### config.mk
export PLATFORM = sky130hd
export DESIGN_NAME = boundingbox_multi
export DESIGN_NICKNAME = d
export VERILOG_FILES = /design/src/rtl/boundingbox_multi.sv
export SDC_FILE = /design/constraint.sdc
export NUM_CORES = 1
export LEC_CHECK = 0
export BUFFER_PORTS_ARGS = -buffer_cell sky130_fd_sc_hd__buf_2
export CAP_MARGIN = 25
export CORE_UTILIZATION = 58
export DETAILED_ROUTE_END_ITERATION = 8
export PLACE_DENSITY = 0.89
export SLEW_MARGIN = 20
export SYNTH_ARGS = -nofsm -noshare
export SYNTH_HDL_FRONTEND = slang
export SYNTH_SLANG_ARGS = --single-unit
export TNS_END_PERCENT = 50
### constraint.sdc
create_clock -name clk -period 4.55 [get_ports clk]
set_input_delay 0.455 -clock clk [delete_from_list [all_inputs] [get_ports clk]]
set_output_delay 0.455 -clock clk [all_outputs]
set_load 0.02 [all_outputs]
### src/rtl/boundingbox_multi.sv
// boundingbox_multi
//
// Scans an IMG_W x IMG_H frame of 16-bit pixels in word-addressed memory,
// row-major from BASE_ADDR. It computes one bounding box per colour channel,
// for N_CH channels, in a single pass. Memory read data arrives RD_LAT
// cycles after its read strobe.
//
// Ports
//   clk, rst_n            clock, asynchronous active-low reset
//   start                 begin a scan (sampled only while idle)
//   done                  one-cycle pulse; results valid from this cycle
//   busy                  high from start acceptance through the done cycle
//   addr, rden            pixel word address and read strobe
//   rddata                pixel data, RD_LAT cycles after its rden
//   key, mask             per-channel match value / compare mask (16 bits each)
//   found                 per-channel "at least one pixel matched"
//   xMin/xMax/yMin/yMax   per-channel box, 11 bits each, channel c at [11c+10:11c]
//   count                 (only with BOUNDINGBOX_COUNT_EN) per-channel hit count,
//                         22 bits each, saturating
//
// Optional feature macro: BOUNDINGBOX_COUNT_EN
module boundingbox_multi #(
  parameter int          IMG_W     = 160,
  parameter int          IMG_H     = 120,
  parameter int          N_CH      = 2,
  parameter int          RD_LAT    = 1,
  parameter logic [23:0] BASE_ADDR = 24'h0
) (
  input  logic                 clk,
  input  logic                 rst_n,
  input  logic                 start,
  output logic                 done,
  output logic                 busy,
  output logic [23:0]          addr,
  output logic                 rden,
  input  logic [15:0]          rddata,
  input  logic [N_CH*16-1:0]   key,
  input  logic [N_CH*16-1:0]   mask,
  output logic [N_CH-1:0]      found,
  output logic [N_CH*11-1:0]   xMin,
  output logic [N_CH*11-1:0]   xMax,
  output logic [N_CH*11-1:0]   yMin,
  output logic [N_CH*11-1:0]   yMax
`ifdef BOUNDINGBOX_COUNT_EN
  ,
  output logic [N_CH*22-1:0]   count
`endif
);

  typedef enum logic [1:0] {IDLE, SCAN, DRAIN, DONE} state_t;

  localparam logic [10:0] X_LAST     = 11'(IMG_W - 1);
  localparam logic [10:0] Y_LAST     = 11'(IMG_H - 1);
  localparam logic [2:0]  DRAIN_LAST = 3'(RD_LAT - 1);
  localparam logic [10:0] MIN_INIT   = 11'h7FF;

  function automatic logic [10:0] min11(input logic [10:0] a, input logic [10:0] b);
    return (b < a) ? b : a;
  endfunction

  function automatic logic [10:0] max11(input logic [10:0] a, input logic [10:0] b);
    return (b > a) ? b : a;
  endfunction

`ifdef BOUNDINGBOX_COUNT_EN
  function automatic logic [21:0] sat_inc22(input logic [21:0] v);
    return (v == 22'h3FFFFF) ? v : v + 22'd1;
  endfunction
`endif

  state_t      state, state_nx;
  logic        accept, last_pix, drain_last, fin;
  logic [10:0] x_p0, y_p0;
  logic [2:0]  drain_cnt;

  // Coordinates of in-flight reads; element i is stage i+1 after issue.
  logic [10:0]       x_pn [RD_LAT];
  logic [10:0]       y_pn [RD_LAT];
  logic [RD_LAT-1:0] vld_pn;

  logic [15:0] key_q  [N_CH];
  logic [15:0] mask_q [N_CH];

  logic [10:0]     xmin_q [N_CH], xmax_q [N_CH], ymin_q [N_CH], ymax_q [N_CH];
  logic [10:0]     xmin_nx [N_CH], xmax_nx [N_CH], ymin_nx [N_CH], ymax_nx [N_CH];
  logic [N_CH-1:0] hit_q, hit_nx, match;
`ifdef BOUNDINGBOX_COUNT_EN
  logic [21:0]     cnt_q [N_CH], cnt_nx [N_CH];
`endif

  assign accept     = (state == IDLE) && start;
  assign last_pix   = (x_p0 == X_LAST) && (y_p0 == Y_LAST);
  assign drain_last = (drain_cnt == DRAIN_LAST);
  assign fin        = (state == DRAIN) && drain_last;
  assign done       = (state == DONE);
  assign busy       = (state != IDLE);

  always_ff @(posedge clk or negedge rst_n) begin
    if (!rst_n) state <= IDLE;
    else        state <= state_nx;
  end

  always_comb begin
    state_nx = state;
    case (state)
      IDLE:    if (start) state_nx = SCAN;
      SCAN:    if (last_pix) state_nx = DRAIN;
      DRAIN:   if (drain_last) state_nx = DONE;
      DONE:    state_nx = IDLE;
      default: state_nx = IDLE;
    endcase
  end

  // Stage p0: read issue. x_p0/y_p0 name the pixel being read this cycle;
  // row-major order makes the address a plain increment (wrapping at 2^24).
  always_ff @(posedge clk or negedge rst_n) begin
    if (!rst_n) begin
      x_p0      <= '0;
      y_p0      <= '0;
      addr      <= '0;
      rden      <= 1'b0;
      drain_cnt <= '0;
    end else begin
      case (state)
        IDLE: if (start) begin
          x_p0 <= '0;
          y_p0 <= '0;
          addr <= BASE_ADDR;
          rden <= 1'b1;
        end
        SCAN: if (last_pix) begin
          rden      <= 1'b0;
          drain_cnt <= '0;
        end else begin
          addr <= addr + 24'd1;
          if (x_p0 == X_LAST) begin
            x_p0 <= '0;
            y_p0 <= y_p0 + 11'd1;
          end else begin
            x_p0 <= x_p0 + 11'd1;
          end
        end
        DRAIN:   drain_cnt <= drain_cnt + 3'd1;
        default: ;
      endcase
    end
  end

  // Stages p1..pRD_LAT: coordinates ride alongside the memory latency.
  always_ff @(posedge clk or negedge rst_n) begin
    if (!rst_n) begin
      vld_pn <= '0;
    end else begin
      vld_pn[0] <= rden;
      for (int i = 1; i < RD_LAT; i++) vld_pn[i] <= vld_pn[i-1];
    end
  end

  always_ff @(posedge clk) begin
    x_pn[0] <= x_p0;
    y_pn[0] <= y_p0;
    for (int i = 1; i < RD_LAT; i++) begin
      x_pn[i] <= x_pn[i-1];
      y_pn[i] <= y_pn[i-1];
    end
    if (accept) begin
      for (int c = 0; c < N_CH; c++) begin
        key_q[c]  <= key[16*c +: 16];
        mask_q[c] <= mask[16*c +: 16];
      end
    end
  end

  // Final stage: match against the returning pixel and fold into the boxes.
  always_comb begin
    match  = '0;
    hit_nx = hit_q;
    for (int c = 0; c < N_CH; c++) begin
      xmin_nx[c] = xmin_q[c];
      xmax_nx[c] = xmax_q[c];
      ymin_nx[c] = ymin_q[c];
      ymax_nx[c] = ymax_q[c];
`ifdef BOUNDINGBOX_COUNT_EN
      cnt_nx[c]  = cnt_q[c];
`endif
      match[c] = vld_pn[RD_LAT-1] &&
                 ((rddata & mask_q[c]) == (key_q[c] & mask_q[c]));
      if (accept) begin
        xmin_nx[c] = MIN_INIT;
        xmax_nx[c] = '0;
        ymin_nx[c] = MIN_INIT;
        ymax_nx[c] = '0;
        hit_nx[c]  = 1'b0;
`ifdef BOUNDINGBOX_COUNT_EN
        cnt_nx[c]  = '0;
`endif
      end else if (match[c]) begin
        xmin_nx[c] = min11(xmin_q[c], x_pn[RD_LAT-1]);
        xmax_nx[c] = max11(xmax_q[c], x_pn[RD_LAT-1]);
        ymin_nx[c] = min11(ymin_q[c], y_pn[RD_LAT-1]);
        ymax_nx[c] = max11(ymax_q[c], y_pn[RD_LAT-1]);
        hit_nx[c]  = 1'b1;
`ifdef BOUNDINGBOX_COUNT_EN
        cnt_nx[c]  = sat_inc22(cnt_q[c]);
`endif
      end
    end
  end

  always_ff @(posedge clk) begin
    hit_q <= hit_nx;
    for (int c = 0; c < N_CH; c++) begin
      xmin_q[c] <= xmin_nx[c];
      xmax_q[c] <= xmax_nx[c];
      ymin_q[c] <= ymin_nx[c];
      ymax_q[c] <= ymax_nx[c];
`ifdef BOUNDINGBOX_COUNT_EN
      cnt_q[c]  <= cnt_nx[c];
`endif
    end
  end

  // Result registers load on the edge entering DONE from the next-state
  // accumulators, so the last pixel (consumed on that same edge) is included
  // and the results are already valid while done is high.
  always_ff @(posedge clk or negedge rst_n) begin
    if (!rst_n) begin
      found <= '0;
      xMin  <= '0;
      xMax  <= '0;
      yMin  <= '0;
      yMax  <= '0;
`ifdef BOUNDINGBOX_COUNT_EN
      count <= '0;
`endif
    end else if (fin) begin
      found <= hit_nx;
      for (int c = 0; c < N_CH; c++) begin
        xMin[11*c +: 11]  <= xmin_nx[c];
        xMax[11*c +: 11]  <= xmax_nx[c];
        yMin[11*c +: 11]  <= ymin_nx[c];
        yMax[11*c +: 11]  <= ymax_nx[c];
`ifdef BOUNDINGBOX_COUNT_EN
        count[22*c +: 22] <= cnt_nx[c];
`endif
      end
    end
  end

endmodule

==> out/summary.log <==
INFO  critical_path  type_of_destination_of_the_critical_path=flop
INFO  timing         worst_hold_slack=0.00315ns
INFO  clocking       clock_tree.htree_level_count=2
INFO  critical_path  regToRegEndpoint=xMax[2]
INFO  timing         final.setup_skew=0.0197ns
INFO  critical_path  cpPeakStageDelay=0.67ns
INFO  clocking       clkSinkCount=319
INFO  logic_synthesis proportion_of_register_bits_with_asynchronous_set_or_reset_after_synthesis=44.8%
INFO  timing         grt_setup_unrepaired=false
INFO  clocking       cts_tree=done
INFO  clocking       post_cts_buffers=0
INFO  logic_synthesis synthesis.nets=1,725
INFO  logic_synthesis basic_gate_share_of_the_synthesized_area_counting_and_or_nand_and_nor_cells=15.8%
INFO  place          gp_routability_congestion=0.914
INFO  clocking       cts-root-to-sink-buffers=3
INFO  grt            grt_use_total=31.0%
INFO  timing         setup_violations=0
INFO  timing         min_period_over_period=68.2%
INFO  power          p_int=6.12mW
INFO  route          post_drt_wl_per_cell=20.3um
INFO  critical_path  arrival=3.55ns
INFO  cells_and_area finish.net_count=1,885
INFO  timing         max_slew.worst_pin.slew=0.967ns
INFO  logic_synthesis complex_gate_fraction_of_the_synthesized_area=16.2%
INFO  route          drc=0
INFO  outcome        run_status=completed
INFO  power          net-switching-power=3.58mW
INFO  power          clockPowerShare=31.1%
INFO  timing         slew_margin_rel=35.4%
INFO  grt            first_pass_grt_wire_length=66.5mm
INFO  logic_synthesis synth_edf_count=64
INFO  floorplan      start_util=59.1%
INFO  grt            antenna_violations_before_repair=0
INFO  cells_and_area antennaDiodeCount=0
INFO  floorplan      chipHeight=165um
INFO  critical_path  path_buf_inv=1
INFO  power          power.density=542nW/um2
INFO  logic_synthesis post_synthesis_xor_xnor_area_fraction=3.88%
INFO  cells_and_area core_util_final=68.9%
INFO  critical_path  worst_reg2reg_startpoint=x_pn[0][9]
INFO  timing         setup_total_negative_slack=0ns
INFO  route          drtAntennaViolNets=0
INFO  critical_path  path_delay_family=compound AO/OA/AOI/OAI gates
INFO  logic_synthesis synth_area_leader_cell=sky130_fd_sc_hd__dfrtp_1
INFO  job            maxCapViolations=0
INFO  power          power.total=9.70mW
INFO  cells_and_area post-route-cell-area=17,900um2
INFO  grt            via_count_of_the_first_global_routing_pass=13,100
INFO  route          detail_route.iter0.violations=1,906
INFO  power          worst_ir_drop_vdd=454uV
INFO  place          dp_hpwl=27.1mm
INFO  critical_path  critPathLaunchType=flop
INFO  floorplan      core.rowCount=59
INFO  logic_synthesis netlist_top_cells_area=sky130_fd_sc_hd__dfrtp_1 23%, sky130_fd_sc_hd__dfxtp_1 15%, sky130_fd_sc_hd__edfxtp_1 13%
INFO  critical_path  timing.critical_path.required=5.00ns
INFO  floorplan      die_width=165um
INFO  cells_and_area syn_to_final_growth=16.6%
INFO  logic_synthesis netlist_instances=1,549
INFO  grt            grt_start_max_net_pins=104
INFO  clocking       cts.clk_slew.worst_paths=0.06ns
INFO  power          pwr-share-seq=38.7%
INFO  clocking       post_cts_hold_buffer_count=0
INFO  timing         total_count_of_hold_check_failures_in_the_final_report=0
INFO  hold_path      hp-class=input port to async pin
INFO  timing         max_freq=0.322GHz
INFO  critical_path  crit_type=flop to flop
INFO  critical_path  r2r_cells=8
INFO  place          io_buffer_count=199
INFO  floorplan      floorplan.die_area=27,100um2
INFO  logic_synthesis synthAdderAreaFrac=7.58%
INFO  clocking       worst_skew_pair.late_latency=0.52ns
INFO  logic_synthesis ys_seq_elements=319
INFO  floorplan      core_area=26,000um2
INFO  logic_synthesis ys_dominant_reg_cell=sky130_fd_sc_hd__dfrtp_1
INFO  place          detailed_place.area=16,600um2
INFO  floorplan      design.portCount=200
INFO  power          power.share.switching=36.9%
INFO  timing         final_max_slew_viol_count=0
INFO  clocking       post_cts_repair_resize_count=0
INFO  critical_path  worstPathCellList=ha_1 -> a21o_1 -> a221oi_1 -> o21a_1 -> a21boi_1 -> buf_4 -> a2111oi_0 -> a221o_1
INFO  grt            grt_overflow_total=0
INFO  logic_synthesis netlist_area_pre_place=15,300um2
INFO  route          first_pass_iters=7
INFO  critical_path  timing.critical_path.fanout_max=14
INFO  route          routed-via-count=13,400
INFO  logic_synthesis synthMostInstantiatedCell=sky130_fd_sc_hd__nand3_1
INFO  route          avgViaCountPerCell=6.49
INFO  logic_synthesis synth.mux.area_fraction=1.07%
INFO  timing         fin_crit=3.10ns
INFO  logic_synthesis netlist.area_leader.share=23.3%
INFO  logic_synthesis synth_top_family_by_area=compound AO/OA/AOI/OAI gates
INFO  logic_synthesis synth.top_cells.by_count=182 x sky130_fd_sc_hd__nand3_1, 143 x sky130_fd_sc_hd__dfrtp_1, 112 x sky130_fd_sc_hd__dfxtp_1
INFO  critical_path  r2r_slack=1.45ns
INFO  logic_synthesis syn-mean-instance-area=9.91um2
INFO  logic_synthesis synth.yosys.warnings=0
INFO  cells_and_area final.fill_count=1,920
INFO  logic_synthesis register_area_share_after_synthesis=50.5%
INFO  clocking       numCtsBuffers=34
INFO  power          p_leak=8.14nW
INFO  route          drt-total-wl=42.0mm
INFO  power          combinationalPowerShare=30.2%
INFO  clocking       root_buffer=sky130_fd_sc_hd__clkbuf_16
INFO  cells_and_area drive_above_1_share=18.0%
INFO  critical_path  crit_path_top_delay_cell=sky130_fd_sc_hd__dfxtp_1
INFO  logic_synthesis synth.distinct_cells=66
## layout by cell type (no fill, tap or decap), drive strengths merged, types with 24 or more instances in the layout
cell type and instances:
nand4 37, clkbuf 53, nand3 187, dfrtp 143, o21ai 85, o2111ai 24
a31oi 35, xor2 62, dfxtp 112, edfxtp 64, and3 37, nor2 102
nand2 72, inv 94, a21oi 78, buf 227, ha 93
## area by class of cell
class / instances / area [um2] / share of cell area [%]
clock buffer: 53 / 1110 / 6.19
clock inverter: 9 / 136 / 0.762
sequential: 319 / 7740 / 43.3
timing repair buffer: 227 / 1270 / 7.08
inverter: 95 / 359 / 2.01
tap: 335 / 419 / 2.34
multi-input combinational: 1032 / 6860 / 38.4
## per-stage QoR
stage	setup slack (ns)	cells
floorplan	0.912	1549
finish	1.45	2070
global route	1.22	2070
global placement	1.57	2005
detailed placement	1.52	2006
CTS	1.52	2068
## cell families (layout without fill, tap and decap cells)
kind of cell / Yosys count / in the layout
AO/OA/AOI/OAI: 370 / 370
XOR/XNOR: 68 / 68
adder cells (fa/ha/maj): 93 / 93
buffers and inverters: 198 / 384
flip-flops: 319 / 319
multiplexers: 16 / 16
AND/OR/NAND/NOR: 485 / 485
## layer usage
metal / track usage [%] / vias to the layer above / routed length, um
li1: - / 6012 / -
met1: 39.4 / 6403 / 16100
met2: 50.0 / 844 / 19700
met3: 7.03 / 172 / 4260
met4: 15.1 / 0 / 1870
met5: 0 / - / 0
## power groups by stage
stage          Clock [mW]  Sequential (mW)  Combinational (mW)
6_report             3.01             3.76                2.93
5_1_grt              3.14             3.80                3.19
4_1_cts              3.03             3.75                2.84
3_5_place_dp            0             3.80                2.81
3_3_place_gp            0             3.77                2.71
2_1_floorplan           0             3.92                1.78
## state kept, by name (all words and copies together) (netlist names), 3 cells and up
signal     cells
y_pn          11
drain_cnt      3
xmax_q        22
x_p0          11
xMax          22
ymin_q        22
yMin          22
ymax_q        22
x_pn          11
xmin_q        22
yMax          22
addr          24
xMin          22
key_q         32
y_p0          11
mask_q        32
## worst max path at each step
| stage | from | endpoint | slack [ns] | depth (start not counted) |
|---|---|---|---|---|
| 2_1_floorplan | state[0] | key_q[0][0] | 0.91 | 6 |
| 3_3_place_gp | rddata[5] | yMin[17] | 1.57 | 8 |
| 3_5_place_dp | state[1] | y_p0[10] | 1.52 | 7 |
| 4_1_cts | state[1] | y_p0[10] | 1.52 | 7 |
| 5_1_grt | state[1] | y_p0[10] | 1.22 | 7 |
| 6_report | x_pn[0][9] | xMax[2] | 1.45 | 8 |
No activity file was read; power rests on OpenSTA's default activity.
